$ cat src/rtl/mem_bridge_pkg.sv
// Shared token codes and FSM state encoding for the async-to-clocked memory bridge.
package mem_bridge_pkg;

    localparam logic [1:0] TOK_SPACER  = 2'b00;
    localparam logic [1:0] TOK_READ    = 2'b10;
    localparam logic [1:0] TOK_WRITE   = 2'b01;
    localparam logic [1:0] TOK_ILLEGAL = 2'b11;

    typedef enum logic [2:0] {
        IDLE,
        CAPTURE,
        BUS,
        ACK,
        RTZ,
        DRAIN
    } state_t;

endpackage

$ cat src/rtl/mem_sync_bridge_sync_ff.sv
// Multi-flop synchronizer for signals arriving from the self-timed side.
// STAGES must be at least 2.
module sync_ff #(
    parameter int WIDTH  = 1,
    parameter int STAGES = 2
) (
    input  logic             clk,
    input  logic             rst_n,
    input  logic [WIDTH-1:0] d,
    output logic [WIDTH-1:0] q
);

    for (genvar gi = 0; gi < STAGES; gi++) begin : g_stage
        logic [WIDTH-1:0] q_reg;
        if (gi == 0) begin : g_first
            always_ff @(posedge clk or negedge rst_n) begin
                if (!rst_n) q_reg <= '0;
                else        q_reg <= d;
            end
        end else begin : g_rest
            always_ff @(posedge clk or negedge rst_n) begin
                if (!rst_n) q_reg <= '0;
                else        q_reg <= g_stage[gi-1].q_reg;
            end
        end
    end

    assign q = g_stage[STAGES-1].q_reg;

endmodule

$ cat src/rtl/mem_sync_bridge.sv
// Bridge from the four-phase CPU memory token to a single clocked bus transfer,
// returning a four-phase ack_read/ack_write and read data to the async side.
module mem_sync_bridge
    import mem_bridge_pkg::*;
#(
    parameter int ADDR_W      = 8,
    parameter int DATA_W      = 16,
    parameter int SYNC_STAGES = 2,
    parameter int TIMEOUT     = 15
) (
    input  logic              clk,
    input  logic              rst_n,
    input  logic [ADDR_W-1:0] addr,
    input  logic [DATA_W-1:0] data_in,
    input  logic [1:0]        read_Nwrite,
    input  logic              ack_in_read,
    output logic [DATA_W-1:0] data_out,
    output logic              ack_read,
    output logic              ack_write,
    output logic              bus_valid,
    output logic              bus_we,
    output logic [ADDR_W-1:0] bus_addr,
    output logic [DATA_W-1:0] bus_wdata,
    input  logic              bus_ready,
    input  logic [DATA_W-1:0] bus_rdata,
    output logic              err_illegal,
    output logic              err_timeout,
    input  logic              err_clr
);

    localparam int CNT_W = $clog2(TIMEOUT + 1);
    localparam logic [CNT_W-1:0] CNT_LAST = CNT_W'(TIMEOUT - 1);

    logic [1:0]        tok_s;
    logic              ack_in_s;
    logic [1:0]        tok_prev_reg;
    logic              tok_stable;

    state_t            state_reg, state_next;
    logic [CNT_W-1:0]  cnt_reg, cnt_next;
    logic              we_reg, we_next;
    logic [ADDR_W-1:0] addr_reg, addr_next;
    logic [DATA_W-1:0] wdata_reg, wdata_next;
    logic [DATA_W-1:0] rdata_reg, rdata_next;
    logic              err_ill_reg, err_ill_next;
    logic              err_to_reg, err_to_next;
    logic              set_ill, set_to;

    sync_ff #(.WIDTH(2), .STAGES(SYNC_STAGES)) u_tok_sync (
        .clk   (clk),
        .rst_n (rst_n),
        .d     (read_Nwrite),
        .q     (tok_s)
    );

    sync_ff #(.WIDTH(1), .STAGES(SYNC_STAGES)) u_ack_sync (
        .clk   (clk),
        .rst_n (rst_n),
        .d     (ack_in_read),
        .q     (ack_in_s)
    );

    // A token only counts once the synchronized value has held for two cycles.
    assign tok_stable = (tok_s == tok_prev_reg);

    always_comb begin
        state_next = state_reg;
        cnt_next   = cnt_reg;
        we_next    = we_reg;
        addr_next  = addr_reg;
        wdata_next = wdata_reg;
        rdata_next = rdata_reg;
        set_ill    = 1'b0;
        set_to     = 1'b0;

        case (state_reg)
            IDLE: begin
                if (tok_stable) begin
                    if ((tok_s == TOK_READ || tok_s == TOK_WRITE) && !ack_in_s) begin
                        state_next = CAPTURE;
                    end else if (tok_s == TOK_ILLEGAL) begin
                        set_ill    = 1'b1;
                        state_next = DRAIN;
                    end
                end
            end
            CAPTURE: begin
                addr_next  = addr;
                wdata_next = data_in;
                we_next    = (tok_s == TOK_WRITE);
                cnt_next   = '0;
                state_next = BUS;
            end
            BUS: begin
                if (bus_ready) begin
                    if (!we_reg) rdata_next = bus_rdata;
                    state_next = ACK;
                end else if (cnt_reg == CNT_LAST) begin
                    // Abort so the async side always gets an ack.
                    if (!we_reg) rdata_next = '0;
                    cnt_next   = cnt_reg + 1'b1;
                    set_to     = 1'b1;
                    state_next = ACK;
                end else begin
                    cnt_next = cnt_reg + 1'b1;
                end
            end
            ACK: begin
                if (tok_s == TOK_SPACER) state_next = RTZ;
            end
            RTZ: begin
                if (we_reg || !ack_in_s) state_next = IDLE;
            end
            DRAIN: begin
                if (tok_s == TOK_SPACER) state_next = IDLE;
            end
            default: state_next = IDLE;
        endcase

        // A new error in the same cycle as err_clr stays set.
        err_ill_next = (err_ill_reg & ~err_clr) | set_ill;
        err_to_next  = (err_to_reg & ~err_clr) | set_to;
    end

    always_ff @(posedge clk or negedge rst_n) begin
        if (!rst_n) begin
            state_reg    <= IDLE;
            tok_prev_reg <= TOK_SPACER;
            cnt_reg      <= '0;
            we_reg       <= 1'b0;
            addr_reg     <= '0;
            wdata_reg    <= '0;
            rdata_reg    <= '0;
            err_ill_reg  <= 1'b0;
            err_to_reg   <= 1'b0;
        end else begin
            state_reg    <= state_next;
            tok_prev_reg <= tok_s;
            cnt_reg      <= cnt_next;
            we_reg       <= we_next;
            addr_reg     <= addr_next;
            wdata_reg    <= wdata_next;
            rdata_reg    <= rdata_next;
            err_ill_reg  <= err_ill_next;
            err_to_reg   <= err_to_next;
        end
    end

    assign bus_valid   = (state_reg == BUS);
    assign bus_we      = we_reg;
    assign bus_addr    = addr_reg;
    assign bus_wdata   = wdata_reg;
    assign data_out    = rdata_reg;
    assign ack_read    = (state_reg == ACK) && !we_reg;
    assign ack_write   = (state_reg == ACK) && we_reg;
    assign err_illegal = err_ill_reg;
    assign err_timeout = err_to_reg;

endmodule
$ cat config.mk
export PLATFORM = sky130hd
export DESIGN_NAME = mem_sync_bridge
export DESIGN_NICKNAME = d
export VERILOG_FILES = /design/src/rtl/mem_bridge_pkg.sv /design/src/rtl/mem_sync_bridge_sync_ff.sv /design/src/rtl/mem_sync_bridge.sv
export SDC_FILE = /design/constraint.sdc
export NUM_CORES = 1
export LEC_CHECK = 0
export CAP_MARGIN = 15
export CORE_MARGIN = 2
export CORE_UTILIZATION = 39
export CTS_CLUSTER_DIAMETER = 60
export DETAILED_ROUTE_END_ITERATION = 6
export PLACE_DENSITY = 0.8
export SETUP_SLACK_MARGIN = 0.5
export SYNTH_ARGS = -nofsm -noshare
export SYNTH_HDL_FRONTEND = slang
export SYNTH_SLANG_ARGS = --single-unit
export TNS_END_PERCENT = 20
$ cat constraint.sdc
create_clock -name clk -period 1.9 [get_ports clk]
set_clock_uncertainty 0.1 [all_clocks]
set_input_delay 0.38 -clock clk [delete_from_list [all_inputs] [get_ports clk]]
set_output_delay 0.38 -clock clk [all_outputs]
set_load 0.01 [all_outputs]
==> results by group <==
Status
  • Outcome: finished, final reports clean

Synthesis
  • Post-Syn Instances: 251
  • Asr flop ratio synth: 100%
  • Unique masters post-synth: 35
  • Sequential share of the synthesized area: 60.2%
  • Number of synthesized flops with an enable pin: 0
  • Post-synth net total: 304
  • Yosys warning total: 0
  • Mapped Area: 0.00241 mm²
  • Syn avg cell area: 9.60 µm²
  • Yosys reg bits: 58
  • Top_reg_cell synth: dfrtp_1

GRT
  • Met2 global-route usage: 32.6%
  • Largest net degree at the start of global routing: 59
  • Number of global-route vias before repair: 2242
  • GR Overflow Total: 0
  • Global-route wire length before repair: 9.72 mm
  • Initial antenna violation count: 0
  • Gr busiest metal: met2
  • Met1 Use GR: 20.5%
  • Tot GR Track Use: 18.7%
  • Grt met3 use: 6.74%

Clock tree
  • Clk_lat worst skew: 0.33 ns
  • CTS tree: built
  • Root Driver: clkbuf_8
  • H-tree Lvls: 3
  • Worst-path clk slew: 0.06 ns
  • Inserted Clock Buffers: 9
  • Bufs on Longest Clock Path: 2
  • Sink Count: 58

Die
  • Initial Util: 40.5%
  • Die area: 0.00682 mm²
  • # rows: 28
  • Die X: 82.6 µm
  • Ports: 93
  • Core ar.: 0.00596 mm²
  • DIE HEIGHT: 82.6 µm

Timing
  • Crit share post-route: 98.4%
  • Slew margin rel.: 73.2%
  • Hold_ws: 0.247 ns
  • Setup WS post-layout: 0.0298 ns
  • Fin. max-slew vios: 0
  • F_max: 535 MHz
  • Final Hold Vio Count: 0
  • Tmin final: 1.87 ns
  • Setup violators final: 0
  • Least-Margin Pin Slew: 0.399 ns
  • RSZ-0062 raised after global routing: yes

Route
  • Vias: 2173
  • DR WL/cell: 13.6 µm
  • Initial drt markers: 92
  • DR vias/cell: 4.86
  • Drt drc: 0
  • Final wirelength: 6.10 mm
  • Pre-Repair DR Iteration Count: 4
  • ANT nets after route: 0

Setup path
  • CP arrival: 1.98 ns
  • Worst setup path startpoint: state_reg[1]$_DFFE_PN0P_
  • Crit. End Element: flip-flop
  • CP max FO: 5
  • R2r startpoint: state_reg[1]$_DFFE_PN0P_
  • WS Path Type: reg2reg
  • Worst Setup Start Kind: flip-flop
  • Req. time, crit path: 2.01 ns

Power and ir drop
  • Leak: 1.90 nW
  • Peak supply drop: 0.000906 V
  • Power density over the cells: 1530 mW/mm²

Layout
  • Storage element area: 0.00145 mm²
  • Multi-input logic area: 968 µm²
  • Final std cells w/o fill: 447
  • Design area: 0.00393 mm²
  • Ratio of cells with drive above 1 in the final layout: 20.4%
  • Area growth, synth to finish: 63.2%
  • Nets: 422
  • # diodes: 0
  • Fillers: 492

Placed design
  • # placed instances: 424
  • DP Area: 0.00354 mm²
  • Worst Setup Slack post-DPL: -0.177 ns
  • Port Buffers: 92
  • Post-DP HPWL: 3.95 mm
  • Routability cong.: 0.816

Hold path
  • Worst hold path startpoint: u_tok_sync.g_stage[0].q_reg[1]$_DFF_PN0_
  • Hold crit path type: reg2reg

Run
  • Max_cap viols: 0
-- layout make-up --
class	count	share of cell area, %
Multi-Input combinational cell	174	24.6
Sequential cell	58	36.9
Inverter	6	0.573
Tap cell	75	2.39
Clock buffer	11	3.85
Timing Repair Buffer	120	30.7
Clock inverter	3	1.02
-- cells in the mapped netlist (all sizes together), types with 2 or more instances --
master,n,share of area [%]
xor2,2,0.73
nand2,111,17
nand4,2,0.52
nand2b,4,1.0
nor3,3,1.1
buf,7,2.4
nor2,4,0.62
nand3,19,3.9
xnor2,3,1.1
dfrtp,58,60
o21ai,4,0.83
ha,6,3.1
inv,6,0.93
clkbuf,6,0.93
-- through the flow --
stage	TNS (ns)	utilization [%]	power (W)
6_report	0	66.1	0.00600
5_1_grt	-0.0190	66.1	0.00645
4_1_cts	0	64.9	0.00593
3_5_place_dp	-2.44	59.5	0.00463
3_3_place_gp	-1.24	59.5	0.00454
2_1_floorplan	0	-	0.00321
-- cells in the final DEF (no fill, tap or decap), drive strengths merged --
master,Yosys,layout
mux2,1,1
clkbuf,6,12
xnor2,3,3
xor2,2,2
a221oi,1,1
or2,1,1
o22ai,1,1
or3,1,1
nand2,111,111
clkdlybuf4s50,0,86
nor3,3,3
o2bb2ai,1,1
nor4b,1,1
buf,7,31
o21a,1,1
dlygate4sd3,0,1
dfrtp,58,58
or3b,1,1
inv,6,6
nor3b,1,1
nand4,2,2
clkinv,0,2
dlymetal6s2s,0,1
o32ai,1,1
o22a,1,1
ha,6,6
bufinv,0,1
nor2,4,4
a31oi,1,1
and2,1,1
nand2b,4,4
o211ai,1,1
o21ai,4,4
nand3,19,19
nor2b,1,1
-- per-layer routing --
metal	up-vias	wire length [µm]
li1	1038	-
met1	1041	2390
met2	81	3080
met3	13	516
met4	0	119
met5	-	0
-- worst max-delay path, cell delays in order (launching register included) --
cell      delay [ns]
dfrtp_1         0.39
buf_4           0.16
buf_4           0.14
xnor2_1         0.18
o32ai_2         0.13
a221oi_2        0.29
mux2_2          0.37
-- path summary, 6_finish.rpt --
path                                             endpoint  cells past startpoint  slack (ns)
worst max-delay path             state_reg[1]$_DFFE_PN0P_                      6        0.03
worst min-delay path            u_tok_sync.q[1]$_DFF_PN0_                      0        0.25
worst max register to register   state_reg[1]$_DFFE_PN0P_                      6        0.03
worst min register to register  u_tok_sync.q[1]$_DFF_PN0_                      0        0.25
max in group asynchronous         data_out[9]$_DFFE_PN0P_                      3        0.95
min in group asynchronous         data_out[4]$_DFFE_PN0P_                      3        0.47
-- where the power goes --
part	switching [W]	internal (W)	leakage [nW]
Sequential	0.000293	0.00173	0.732
Combinational	0.00131	0.00158	1.07
Clock	0.000436	0.000657	0.101
Total	0.00204	0.00396	1.90
-- cell families after synthesis --
logic type / synth area share, %
AND/OR/NAND/NOR: 26.7
flip-flops: 60.2
buffers and inverters: 4.26
AO/OA/AOI/OAI: 3.43
adder cells (fa/ha/maj): 3.12
XOR/XNOR: 1.82
multiplexers: 0.467
-- what timing repair did --
item	in CTS	in global routing
endpoints found under the hold margin	58	0
setup buffers	3	4
hold buffers	1	0
setup endpoints to repair	95	96
gates cloned	1	0
pin swaps	10	6
resized for setup	31	13
Note: power is estimated with default switching activity, not from simulation.
